**config.mk**
```make
export PLATFORM = sky130hd
export DESIGN_NAME = alu_issue
export DESIGN_NICKNAME = d
export VERILOG_FILES = /design/src/rtl/alu_pkg.sv /design/src/rtl/alu_regfile.sv /design/src/rtl/alu_issue.sv
export SDC_FILE = /design/constraint.sdc
export NUM_CORES = 1
export LEC_CHECK = 0
export ABC_AREA = 1
export CAP_MARGIN = 20
export CORE_ASPECT_RATIO = 1.2
export CORE_UTILIZATION = 54
export DETAILED_ROUTE_END_ITERATION = 6
export GPL_ROUTABILITY_DRIVEN = 1
export PLACE_DENSITY = 0.84
export SLEW_MARGIN = 5
export SYNTH_ARGS = -nofsm -noshare
export SYNTH_HDL_FRONTEND = slang
export SYNTH_SLANG_ARGS = --single-unit
```
**constraint.sdc**
```tcl
create_clock -name i_clk -period 4.5 [get_ports i_clk]
set_clock_uncertainty 0.05 [all_clocks]
set_input_delay 0.45 -clock i_clk [delete_from_list [all_inputs] [get_ports i_clk]]
set_output_delay 0.45 -clock i_clk [all_outputs]
set_load 0.01 [all_outputs]
```
**src/rtl/alu_pkg.sv**
```systemverilog
// Shared definitions for the ALU issue controller: sizes, instruction
// field positions and the controller state encoding.
package alu_pkg;

    localparam int NUM_REGS = 8;
    localparam int DATA_W   = 8;
    localparam int ADDR_W   = 3;
    localparam int OP_W     = 5;
    localparam int INSTR_W  = 16;
    localparam int CNT_W    = 3;

    localparam int OP_MSB    = 15;
    localparam int OP_LSB    = 11;
    localparam int RD_MSB    = 10;
    localparam int RD_LSB    = 8;
    localparam int RA_MSB    = 7;
    localparam int RA_LSB    = 5;
    localparam int WB_EN_BIT = 4;
    localparam int RSV_MSB   = 3;
    localparam int RSV_LSB   = 0;

    typedef enum logic [1:0] {
        ST_IDLE  = 2'd0,
        ST_ISSUE = 2'd1,
        ST_WAIT  = 2'd2,
        ST_WB    = 2'd3
    } state_t;

endpackage

```
**src/rtl/alu_regfile.sv**
```systemverilog
// 8 x 8 register file: one synchronous write port, two asynchronous read ports.
module alu_regfile
    import alu_pkg::*;
(
    input  logic              i_clk,
    input  logic              i_rst_n,
    input  logic              i_we,
    input  logic [ADDR_W-1:0] i_waddr,
    input  logic [DATA_W-1:0] i_wdata,
    input  logic [ADDR_W-1:0] i_raddr_a,
    output logic [DATA_W-1:0] o_rdata_a,
    input  logic [ADDR_W-1:0] i_raddr_b,
    output logic [DATA_W-1:0] o_rdata_b
);

    logic [DATA_W-1:0] regs [NUM_REGS];

    // Storage: reset clears every entry, otherwise single-port write
    always_ff @(posedge i_clk or negedge i_rst_n) begin
        if (!i_rst_n) begin
            for (int i = 0; i < NUM_REGS; i++) begin
                regs[i] <= '0;
            end
        end else if (i_we) begin
            regs[i_waddr] <= i_wdata;
        end
    end

    assign o_rdata_a = regs[i_raddr_a];
    assign o_rdata_b = regs[i_raddr_b];

endmodule

```
**src/rtl/alu_issue.sv**
```systemverilog
// Single-issue controller in front of an external fixed-latency ALU.
// Accepts one instruction at a time, presents registered operands, waits
// ALU_LAT cycles for the result, then writes it back and updates flags.
//
// state | meaning
// IDLE  | ready for a load or a new instruction
// ISSUE | o_en_alu strobe with latched operands
// WAIT  | counting ALU latency, result captured on the last WAIT cycle
// WB    | writeback pulse, flags committed
module alu_issue
    import alu_pkg::*;
#(
    parameter int ALU_LAT = 1
) (
    input  logic               i_clk,
    input  logic               i_rst_n,
    input  logic               i_instr_valid,
    output logic               o_instr_ready,
    input  logic [INSTR_W-1:0] i_instr,
    input  logic               i_ld_valid,
    input  logic [ADDR_W-1:0]  i_ld_addr,
    input  logic [DATA_W-1:0]  i_ld_data,
    output logic               o_en_alu,
    output logic [DATA_W-1:0]  o_RD,
    output logic [DATA_W-1:0]  o_RA,
    output logic [OP_W-1:0]    o_aluop,
    input  logic [DATA_W-1:0]  i_alu_out,
    input  logic               i_alu_cy,
    input  logic               i_alu_zy,
    output logic               o_wb_valid,
    output logic [ADDR_W-1:0]  o_wb_addr,
    output logic [DATA_W-1:0]  o_wb_data,
    output logic               o_flag_cy,
    output logic               o_flag_zy,
    output logic               o_busy
);

    localparam logic [CNT_W-1:0] LAT_LAST = CNT_W'(ALU_LAT - 1);

    state_t              state, state_nxt;
    logic [CNT_W-1:0]    cnt;
    logic [ADDR_W-1:0]   rd_q;
    logic                wb_en_q;
    logic [DATA_W-1:0]   res_q;
    logic                res_cy_q, res_zy_q;

    logic [ADDR_W-1:0]   rd_idx, ra_idx;
    logic [DATA_W-1:0]   rd_val, ra_val;
    logic                accept, ld_fire, wb_fire, res_take;
    logic                rf_we;
    logic [ADDR_W-1:0]   rf_waddr;
    logic [DATA_W-1:0]   rf_wdata;

    // Reserved instruction bits are deliberately ignored
    logic unused_rsvd;
    assign unused_rsvd = ^i_instr[RSV_MSB:RSV_LSB];

    assign rd_idx = i_instr[RD_MSB:RD_LSB];
    assign ra_idx = i_instr[RA_MSB:RA_LSB];

    // Loads win over instructions, and only ever land while idle
    assign o_instr_ready = (state == ST_IDLE) && !i_ld_valid;
    assign accept        = i_instr_valid && o_instr_ready;
    assign ld_fire       = (state == ST_IDLE) && i_ld_valid;
    assign wb_fire       = (state == ST_WB) && wb_en_q;
    assign res_take      = (state == ST_WAIT) && (cnt == LAT_LAST);

    // Load and writeback never coincide, so one write port suffices
    assign rf_we    = ld_fire || wb_fire;
    assign rf_waddr = (state == ST_WB) ? rd_q  : i_ld_addr;
    assign rf_wdata = (state == ST_WB) ? res_q : i_ld_data;

    alu_regfile u_regfile (
        .i_clk     (i_clk),
        .i_rst_n   (i_rst_n),
        .i_we      (rf_we),
        .i_waddr   (rf_waddr),
        .i_wdata   (rf_wdata),
        .i_raddr_a (rd_idx),
        .o_rdata_a (rd_val),
        .i_raddr_b (ra_idx),
        .o_rdata_b (ra_val)
    );

    // State register
    always_ff @(posedge i_clk or negedge i_rst_n) begin
        if (!i_rst_n) begin
            state <= ST_IDLE;
        end else begin
            state <= state_nxt;
        end
    end

    // Next-state logic
    always_comb begin
        state_nxt = state;
        case (state)
            ST_IDLE:  if (accept) state_nxt = ST_ISSUE;
            ST_ISSUE: state_nxt = ST_WAIT;
            ST_WAIT:  if (cnt == LAT_LAST) state_nxt = ST_WB;
            ST_WB:    state_nxt = ST_IDLE;
            default:  state_nxt = ST_IDLE;
        endcase
    end

    // Latch operands and instruction fields at accept; they hold until the next accept
    always_ff @(posedge i_clk or negedge i_rst_n) begin
        if (!i_rst_n) begin
            o_RD    <= '0;
            o_RA    <= '0;
            o_aluop <= '0;
            rd_q    <= '0;
            wb_en_q <= 1'b0;
        end else if (accept) begin
            o_RD    <= rd_val;
            o_RA    <= ra_val;
            o_aluop <= i_instr[OP_MSB:OP_LSB];
            rd_q    <= rd_idx;
            wb_en_q <= i_instr[WB_EN_BIT];
        end
    end

    // Latency counter: cleared on the way into WAIT, advances each WAIT cycle
    always_ff @(posedge i_clk or negedge i_rst_n) begin
        if (!i_rst_n) begin
            cnt <= '0;
        end else if (state == ST_ISSUE) begin
            cnt <= '0;
        end else if (state == ST_WAIT) begin
            cnt <= cnt + 1'b1;
        end
    end

    // Capture ALU result and flags on the cycle they are valid
    always_ff @(posedge i_clk or negedge i_rst_n) begin
        if (!i_rst_n) begin
            res_q    <= '0;
            res_cy_q <= 1'b0;
            res_zy_q <= 1'b0;
        end else if (res_take) begin
            res_q    <= i_alu_out;
            res_cy_q <= i_alu_cy;
            res_zy_q <= i_alu_zy;
        end
    end

    // Architectural flags commit in WB whether or not the register is written
    always_ff @(posedge i_clk or negedge i_rst_n) begin
        if (!i_rst_n) begin
            o_flag_cy <= 1'b0;
            o_flag_zy <= 1'b0;
        end else if (state == ST_WB) begin
            o_flag_cy <= res_cy_q;
            o_flag_zy <= res_zy_q;
        end
    end

    assign o_en_alu   = (state == ST_ISSUE);
    assign o_wb_valid = wb_fire;
    assign o_wb_addr  = rd_q;
    assign o_wb_data  = res_q;
    assign o_busy     = (state != ST_IDLE);

endmodule
```
==> summary.txt, run 1 <==
Run status
  – Status: completed

Critical path
  – CP startpoint: state[0]
  – Worst-path cell chain: inv_1 -> ha_1 -> inv_2 -> nor2_1 -> clkdlybuf4s50_1
  – Reg2reg start: state[0]
  – Worst Path Arrival: 1840 ps
  – Setup crit start kind: flop
  – Reg2reg end: u_regfile.regs[12]
  – Reg2reg path depth: 6
  – Setup Crit Path Kind: reg2out
  – Crit path capture type: primary output
  – End point of the critical path: o_instr_ready
  – CP max stage delay: 550 ps
  – Required time of the critical path: around 4000 ps
  – Worst R2R Setup Slack: 2180 ps
  – Worst Path Max Fanout: 5
  – Slowest CP cell: clkdlybuf4s50_1

Clock network
  – H-tree depth: 3
  – Clock-pin slew on the worst setup and hold paths: 70 ps
  – Clk Latency, worst-skew pair: between 300 and 400 ps
  – Post-CTS Resized: 0
  – Hold_buf cts: 0
  – Clk sink count: 106
  – Clock root buffer master: clkbuf_16
  – Inserted Clock Buffers: 9
  – TritonCTS clock tree: yes
  – Postcts setup bufs: 0
  – Max Buffers Root-to-Sink: 2

Global routing
  – Vias in the first global route: ~4.9k
  – GR Util All Layers: 30.5%
  – Largest net degree at the start of global routing: 68
  – Initial antenna violation count: 0
  – GR Overflow Total: 0
  – Global-route wire length before repair: 24.8 mm

Routing
  – DR iter-0 viols: 617
  – Post-Route WL: 15.2 mm
  – Via count: 5112
  – Routed vias/inst: 5.48
  – Drt pass-1 iters: 5
  – DRC Markers: 0
  – Wire per inst: 16.3 um
  – Antenna-violating nets left: 0

Final layout
  – Most frequent cells in the layout: nand2_1, dfrtp_1, inv_1
  – N_diodes: 0
  – Most common cell after layout, fill and taps aside: nand2_1
  – Share of cells above drive strength 1: 7.32%
  – Area Growth Syn to Fin: 19.2%
  – FF+latch area: 0.00265 mm2
  – Total area of multi-input combinational cells: 0.00249 mm2
  – Layout Nets: 851
  – Final core utilization: 66.3%
  – Filler cells: ~830
  – Design area: between 0.006 and 0.007 mm2

STA
  – Hold Violations, Final: 0
  – Setup_tns: 0 ps
  – Final worst path period share: roughly half
  – Unrepaired setup endpoints after global routing: false
  – Worst-margin pin slew: 998 ps
  – Max_slew headroom: 33.4%
  – Crit path time final: around 2300 ps
  – Finish-stage setup viols: 0
  – Slew Viols, Final: 0
  – Fmax: around 0.43 GHz

Run
  – Max-cap violations: 0

Pwr
  – Max rail drop VDD: 0.000411 V
  – PD cells: 656 mW/mm2
  – Leakage: 3.38 nW

Synthesis
  – Post-synth top area share: 47.6%
  – Syn nets: 791
  – Yosys Warn Count: 0
  – Syn Area/Cell: roughly 7.5 um2
  – Mapped cell area: 0.00557 mm2
  – Synth top area cells: dfrtp_1, nand2_1, nand3_1
  – Post-synthesis register bit count: 106
  – Mapped Cells: ~740
  – Register area share after synthesis: 47.6%
  – Cell taking the most area after synthesis: dfrtp_1
  – Distinct cells, synth: 22

Floorplanning
  – Die H: 113 um
  – Die W: 94.7 um
  – Initial Util: 55.6%
  – IO Pins: 79
  – Core area: between 0.01 and 0.015 mm2
  – # rows: 40
  – Die area: 0.0107 mm2

Placed design
  – Placed Area: 0.00635 mm2
  – Placer Congestion: 0.875
  – PortBufs: 74
  – HPWL Detailed: about 11 mm

Hold path
  – Hold WC Path Type: in2async
flip-flops by register name (all words and copies together), names as in the netlist, 2 cells and up:
name	flops
u_regfile.regs	64
state	2
o_RA	8
o_wb_data	8
cnt	3
o_RD	8
o_wb_addr	3
o_aluop	5
stage by stage:
| stage | total power, mW | instances | setup slack [ps] | hold WS [ps] |
|---|---|---|---|---|
| after floorplan | 2.78 | 742 | 2790 | 104 |
| after global placement | 3.44 | 917 | 1850 | 406 |
| after detailed placement | 3.54 | 917 | 1910 | 410 |
| after CTS | 4.35 | 932 | 2150 | 193 |
| after global routing | 4.65 | 932 | 1920 | 226 |
| final | 4.35 | 932 | 2160 | 159 |
worst min path at each step:
stage,endpoint,from,cells past startpoint
after floorplan,cnt[0],i_rst_n,0
after global placement,u_regfile.regs[36],u_regfile.regs[36],2
after detailed placement,u_regfile.regs[34],u_regfile.regs[34],2
after CTS,u_regfile.regs[36],i_rst_n,1
after global routing,u_regfile.regs[33],i_rst_n,1
final,u_regfile.regs[54],i_rst_n,1
cell type report:
| class | count | share of cell area [%] |
|---|---|---|
| Tap cell | 126 | 2.37 |
| Clock buffer | 11 | 3.66 |
| Clock inverter | 4 | 0.773 |
| Inverter | 78 | 4.41 |
| Timing Repair Buffer | 77 | 11.4 |
| Multi-Input combinational cell | 530 | 37.5 |
| Sequential cell | 106 | 39.9 |
cell usage after synthesis, drive strengths merged:
cell type,instances
nand2,345
dfrtp,106
inv,78
nand3,69
o21ai,41
mux2,20
clkbuf,17
nor2,16
o211ai,16
a21oi,12
buf,11
ha,8
o22ai,1
or2,1
xor2,1
cell families after synthesis:
family	Yosys count	synth area share [%]
compound gates	70	7.30
xor+xnor	1	0.157
fa+ha+maj	8	1.80
buf+inv	106	7.73
flops	106	47.6
mux	20	4.04
simple gates	431	31.4
metal layers:
metal  GRT usage (%)  vias up  part of all wire [%]
met5               0        -                     0
met4            15.2        0                   3.7
met3            3.97       44                   7.5
met2            48.0      246                    48
met1            41.4     2384                    41
li1                -     2438                     -
power breakdown:
group / switching, mW / leakage (nW) / total (mW) / internal, mW
sequential: 0.328 / 1.31 / 1.75 / 1.42
clock: 0.353 / 0.142 / 0.798 / 0.445
combinational: 1.03 / 1.93 / 1.80 / 0.778
critical path, delay by kind of cell (launching register included):
family	cells	cell delay, ps
simple gates	1	120
flops	1	430
fa+ha+maj	1	200
buf+inv	3	740
Power figures use the tool's default switching activity.
==> run 2, diff against run 1 <==
==> constraint.sdc (replaced) <==
create_clock -name i_clk -period 2.4 [get_ports i_clk]
set_clock_uncertainty 0.05 [all_clocks]
set_input_delay 0.24 -clock i_clk [delete_from_list [all_inputs] [get_ports i_clk]]
set_output_delay 0.24 -clock i_clk [all_outputs]
set_load 0.01 [all_outputs]
==> run 2 against run 1 <==
Net effect:
- die area stayed put
- critical path type unchanged
- clock power is 88% higher
- utilization is 0.85 points higher
- design area is 1.3% higher
- cell count is 1.1% higher
- setup slack worse by 1900 ps
- non-clock buffer count is 9 higher
- routed wire length is 2.8% higher
- largest power group unchanged
- first-iteration DRC count is 6.0% lower
- critical path depth stayed put
- highest routed layer unchanged
==> summary.txt, run 2 (same netlist as run 1, synthesis figures left out) <==
Run status
  – Status: completed

Critical path
  – Slowest CP cell: clkdlybuf4s50_1
  – Worst Path Max Fanout: 5 (unchanged)
  – Required time of the critical path: 2110 ps (-1890 ps)
  – Crit path capture type: primary output
  – Worst Path Arrival: 1820 ps (-20 ps)
  – CP max stage delay: 550 ps (about the same)
  – Worst-path cell chain: inv_1 -> ha_1 -> inv_2 -> nor2_1 -> clkdlybuf4s50_1
  – Setup Crit Path Kind: reg2out
  – Setup crit start kind: flop

Routing
  – Antenna-violating nets left: 0 (unchanged)
  – Via count: 5193 (+1.6%)
  – Wire per inst: 16.6 um (+1.7%)
  – Routed vias/inst: 5.51 (+0.51%)
  – DR iter-0 viols: 580 (-6.0%)
  – Post-Route WL: 15.6 mm (+2.8%)
  – Drt pass-1 iters: 5 (unchanged)
  – DRC Markers: 0 (unchanged)

Pwr
  – Leakage: 3.43 nW (+1.4%)
  – Internal: 4.97 mW (+88%)
  – Sw Share: 39.4% (+0.15 points)
  – Clock power share: 18.4% (about the same)
  – Flop pwr share: 39.9% (-0.3 points)
  – Net Sw Power: 3.22 mW (+89%)
  – Logic pwr share: 41.7% (+0.3 points)
  – PD cells: 1220 mW/mm2 (+86%)
  – Max rail drop VDD: 0.000762 V (+85%)
  – PnR Total Power: 8.19 mW (+88%)

Hold path
  – Hold WC Path Type: in2async

Clock network
  – TritonCTS clock tree: yes
  – Clock root buffer master: clkbuf_16
  – Max Buffers Root-to-Sink: 2 (unchanged)
  – Clk sink count: 106 (unchanged)
  – Clock-pin slew on the worst setup and hold paths: 70 ps (about the same)
  – Inserted Clock Buffers: 9 (unchanged)
  – H-tree depth: 3 (unchanged)
  – Clk Latency, worst-skew pair: 350 ps (about the same)
  – Postcts setup bufs: 0 (unchanged)

STA
  – Final worst path period share: 88.1%
  – Crit path time final: 2110 ps
  – Slew Viols, Final: 0 (unchanged)
  – Setup_tns: 0 ps (unchanged)
  – Fmax: 0.473 GHz
  – Unrepaired setup endpoints after global routing: false
  – Final hold slack: 332 ps (+173 ps)
  – Max_slew headroom: 46.7% (+13 points)
  – Finish-stage setup viols: 0 (unchanged)
  – Hold Violations, Final: 0 (unchanged)
  – Worst-margin pin slew: 799 ps (-200 ps)

Final layout
  – N_diodes: 0 (unchanged)
  – Final core utilization: 67.2% (+0.85 points)
  – Finished Layout Cells: 942 (+1.1%)
  – Largest register FFs: 64 (unchanged)
  – Most common cell after layout, fill and taps aside: nand2_1
  – Area Growth Syn to Fin: 20.7%
  – Most flops, register: u_regfile.regs
  – Layout Nets: 860 (+1.1%)
  – Most frequent cells in the layout: nand2_1, dfrtp_1, inv_1
  – Share of cells above drive strength 1: 8.21% (+0.89 points)

Global routing
  – Largest net degree at the start of global routing: 48 (-29%)
  – GR Util All Layers: 30.8% (+0.26 points)
  – GR Overflow Total: 0 (unchanged)
  – Initial antenna violation count: 0 (unchanged)
  – Global-route wire length before repair: 24.6 mm (-0.67%)
  – Vias in the first global route: 4858 (-1.3%)

Placed design
  – Placer Congestion: 0.904 (+3.3%)
  – DP Cell Count: 925 (+0.87%)
  – PortBufs: 74 (unchanged)
  – HPWL Detailed: 11.0 mm (+2.1%)

Run
  – Max-cap violations: 0 (unchanged)

Floorplanning
  – Core area: 0.0100 mm2 (unchanged)
  – IO Pins: 79 (unchanged)
  – Die H: 113 um (unchanged)
  – Die area: 0.0107 mm2 (unchanged)
  – Die W: 94.7 um (unchanged)
  – # rows: 40 (unchanged)
  – Initial Util: 55.6% (unchanged)
-- run 2: cell types whose count changed in the layout (fill, tap and decap cells not counted), sizes merged --
cell,delta
clkinv,+1
dlygate4sd3,+1
buf,+8
-- run 2: repair_timing --
item | 4_1_cts | 5_1_grt
hold buffers | 1 | 0
resized for setup | 0 | 0
endpoints found under the hold margin | 32 | 0
-- run 2: metal layers --
metal	vias up	GRT usage [%]	routed length, um
met3	30	5.04	1150
met1	2465	41.4	6530
met4	0	13.7	514
met2	241	48.8	7430
li1	2457	-	-
met5	-	0	0
-- run 2: worst paths after layout --
check | startpoint | endpoint | slack (ps) | cells past startpoint
min in group i_clk | i_instr[12] | o_aluop[1] | 370 | 3
min | i_rst_n | u_regfile.regs[51] | 330 | 2
min reg2reg | u_regfile.regs[36] | u_regfile.regs[36] | 430 | 2
max | state[0] | o_instr_ready | 290 | 5
max in group asynchronous | i_rst_n | u_regfile.regs[9] | 1270 | 3
max reg2reg | state[0] | u_regfile.regs[1] | 340 | 5
-- run 2: layout make-up --
| class | count | area [um2] |
|---|---|---|
| inverters | 78 | 293 |
| well taps | 126 | 158 |
| multi-input cells | 530 | 2490 |
| clock inverters | 5 | 63.8 |
| flip-flops and latches | 106 | 2650 |
| repair buffers | 86 | 838 |
| fillers | 818 | 3280 |
| clock buffers | 11 | 233 |
-- run 2: critical path: cells and delay by family (launching register included) --
family / cells / cell delay [ps]
adders and majority gates: 1 / 190
buffers and inverters: 3 / 730
DFF: 1 / 430
and+or+nand+nor: 1 / 110
-- run 2: power by group through the flow --
stage / clock network [mW] / logic (mW) / registers (mW)
after floorplan: 0 / 1.97 / 3.25
after global placement: 0 / 3.24 / 3.22
after detailed placement: 0 / 3.36 / 3.27
after CTS: 1.50 / 3.40 / 3.25
after global routing: 1.58 / 3.79 / 3.37
final: 1.50 / 3.42 / 3.27
-- run 2: stage by stage --
| step | worst slack (ps) | instance area, um2 |
|---|---|---|
| finish | 286 | 6730 |
| CTS | 266 | 6730 |
| detailed placement | 380 | 6420 |
| floorplan | 690 | 5570 |
| global route | 129 | 6730 |
| global placement | 432 | 6420 |
==> run 3, diff against run 2 <==
--- a/config.mk
+++ b/config.mk
@@ -8,10 +8,11 @@
 export ABC_AREA = 1
 export CAP_MARGIN = 20
 export CORE_ASPECT_RATIO = 1.2
-export CORE_UTILIZATION = 54
+export CORE_UTILIZATION = 55
 export DETAILED_ROUTE_END_ITERATION = 6
 export GPL_ROUTABILITY_DRIVEN = 1
-export PLACE_DENSITY = 0.84
+export PLACE_DENSITY = 0.85
+export SKIP_CTS_REPAIR_TIMING = 1
 export SLEW_MARGIN = 5
 export SYNTH_ARGS = -nofsm -noshare
 export SYNTH_HDL_FRONTEND = slang
==> run 3 against run 2 <==
Net effect:
- routed wire length down 1.3%
- setup slack got worse by 110 ps
- register-to-register slack worse by 160 ps
- via count rose by 0.64%
- critical path depth rose by 1
- clock power fell by 8%
- clock-buffer cell count decreased by 1
- first-iteration DRC count rose by 5.3%
- combinational power is essentially flat
- total power decreased by 1.6%
- largest cell class unchanged
==> summary.txt, run 3 (same netlist as run 1, synthesis figures left out) <==
Critical path
  – Reg2reg start: state[0]
  – Worst Path Max Fanout: 16 (+11)
  – Reg2reg end: u_regfile.regs[14]
  – Crit path capture type: flop
  – Worst R2R Setup Slack: 180 ps (-160 ps)
  – End point of the critical path: u_regfile.regs[14]
  – Setup Crit Path Kind: reg2reg
  – Worst Path Arrival: 2460 ps (+640 ps)
  – CP startpoint: state[0]
  – Reg2reg path depth: 6 (+1)
  – Required time of the critical path: 2630 ps (+520 ps)
  – Setup crit start kind: flop

Floorplanning
  – # rows: 39 (-2.5%)
  – IO Pins: 79 (unchanged)
  – Die area: 0.0105 mm2 (-1.8%)
  – Die H: 112 um (-0.90%)
  – Die W: 93.9 um (-0.89%)
  – Core area: 0.00966 mm2 (-3.5%)
  – Initial Util: 57.7% (+2.0 points)

Routing
  – DRC Markers: 0 (unchanged)
  – Routed vias/inst: 5.54 (+0.53%)
  – Via count: 5226 (+0.64%)
  – Drt pass-1 iters: 6 (+1)
  – Post-Route WL: 15.4 mm (-1.3%)
  – Wire per inst: 16.4 um (-1.4%)
  – Antenna-violating nets left: 0 (unchanged)
  – DR iter-0 viols: 611 (+5.3%)

STA
  – Unrepaired setup endpoints after global routing: false
  – Final worst path period share: 92.7% (+4.6 points)
  – Finish-stage setup viols: 0 (unchanged)
  – Setup_tns: 0 ps (unchanged)
  – Slew Viols, Final: 0 (unchanged)
  – Fmax: 0.450 GHz (-4.9%)
  – Final WS setup: 176 ps (-110 ps)
  – Crit path time final: 2220 ps (+110 ps)
  – Worst-margin pin slew: 540 ps (-258 ps)
  – Max_slew headroom: 63.9% (+17 points)
  – Hold Violations, Final: 0 (unchanged)

Final layout
  – Filler cells: 770 (-5.9%)
  – Largest register FFs: 64 (unchanged)
  – Most common cell after layout, fill and taps aside: nand2_1
  – Most frequent cells in the layout: nand2_1, dfrtp_1, inv_1
  – Most flops, register: u_regfile.regs
  – Area Growth Syn to Fin: 20.9%
  – Layout Nets: 865 (+0.58%)
  – Share of cells above drive strength 1: 8.66% (+0.45 points)
  – N_diodes: 0 (unchanged)

Clock network
  – Clk Latency, worst-skew pair: 350 ps (about the same)
  – H-tree depth: 3 (unchanged)
  – Clk sink count: 106 (unchanged)
  – TritonCTS clock tree: yes
  – Clock root buffer master: clkbuf_16
  – Max Buffers Root-to-Sink: 2 (unchanged)
  – Inserted Clock Buffers: 9 (unchanged)
  – Clock-pin slew on the worst setup and hold paths: 70 ps (about the same)

Placed design
  – DP Worst Slack: 279 ps (-101 ps)
  – Placer Congestion: 0.901 (-0.32%)
  – HPWL Detailed: 10.9 mm (-0.48%)
  – PortBufs: 74 (unchanged)

Hold path
  – Hold WC Path Type: in2async

Global routing
  – Vias in the first global route: 5129 (+5.6%)
  – GR Overflow Total: 0 (unchanged)
  – Initial antenna violation count: 0 (unchanged)
  – GR Util All Layers: 31.7% (+0.96 points)
  – Global-route wire length before repair: 25.3 mm (+3.0%)
  – Largest net degree at the start of global routing: 40 (-17%)

Pwr
  – Leakage: 3.44 nW (+0.31%)
  – Max rail drop VDD: 0.000803 V (+5.4%)
  – PD cells: 1200 mW/mm2 (-1.7%)

Run
  – Max-cap violations: 0 (unchanged)

Run status
  – Status: completed
[run 3: cell count changes in the layout (fill, tap and decap cells not counted)]
cell,delta
clkbuf_1,-1
inv_8,+1
clkdlybuf4s50_1,+1
clkinv_2,+1
buf_2,-1
clkinv_4,-2
buf_4,+5
clkinvlp_4,+1
bufinv_16,-1
[run 3: report_power, final]
part	internal (mW)	total (mW)	switching, mW	leakage, nW
Clock	0.708	1.38	0.673	0.127
Combinational	1.49	3.42	1.93	2.00
Sequential	2.67	3.27	0.598	1.31
Total	4.86	8.06	3.20	3.44
[run 3: worst min path at each step]
| stage | cells after the start | to | slack, ps |
|---|---|---|---|
| 4_1_cts | 1 | u_regfile.regs[49] | -170 |
| 6_report | 2 | u_regfile.regs[49] | 350 |
| 5_1_grt | 3 | o_aluop[1] | 400 |
| 2_1_floorplan | 0 | cnt[0] | -110 |
| 3_5_place_dp | 1 | u_regfile.regs[50] | 200 |
| 3_3_place_gp | 1 | u_regfile.regs[50] | 200 |
[run 3: final cells by class]
class | instances | area, um2 | share of cell area, %
flip-flops and latches | 106 | 2650 | 39.4
multi-input cells | 530 | 2490 | 36.9
repair buffers | 91 | 881 | 13.1
inverters | 78 | 293 | 4.35
clock buffers | 10 | 229 | 3.40
well taps | 123 | 154 | 2.28
clock inverters | 5 | 40.0 | 0.594
[run 3: per-layer routing]
metal,up-vias,share of wire (%),wire length [um],GRT usage (%)
li1,2470,-,-,-
met1,2454,40,6170,40.7
met2,259,48,7360,50.1
met3,43,6.8,1040,4.61
met4,0,5.5,847,20.2
met5,-,0,0,0
[run 3: per-stage QoR]
step | cell area (um2) | hold slack (ps) | utilization, % | cells | power [mW]
finish | 6740 | 347 | 69.7 | 943 | 8.06
global route | 6740 | 396 | 69.7 | 943 | 8.64
CTS | 6730 | -174 | 69.6 | 942 | 8.05
detailed placement | 6460 | 201 | 66.8 | 927 | 6.64
global placement | 6460 | 201 | 66.8 | 927 | 6.44
floorplan | 5570 | -106 | - | 742 | 5.22
[run 3: worst max-delay path: stages (launching register included)]
cell and delay (ps):
dfrtp_1 440, ha_1 340, o21ai_1 450, nand2_1 240
nor2_4 410, nand2_1 150, o21ai_2 80
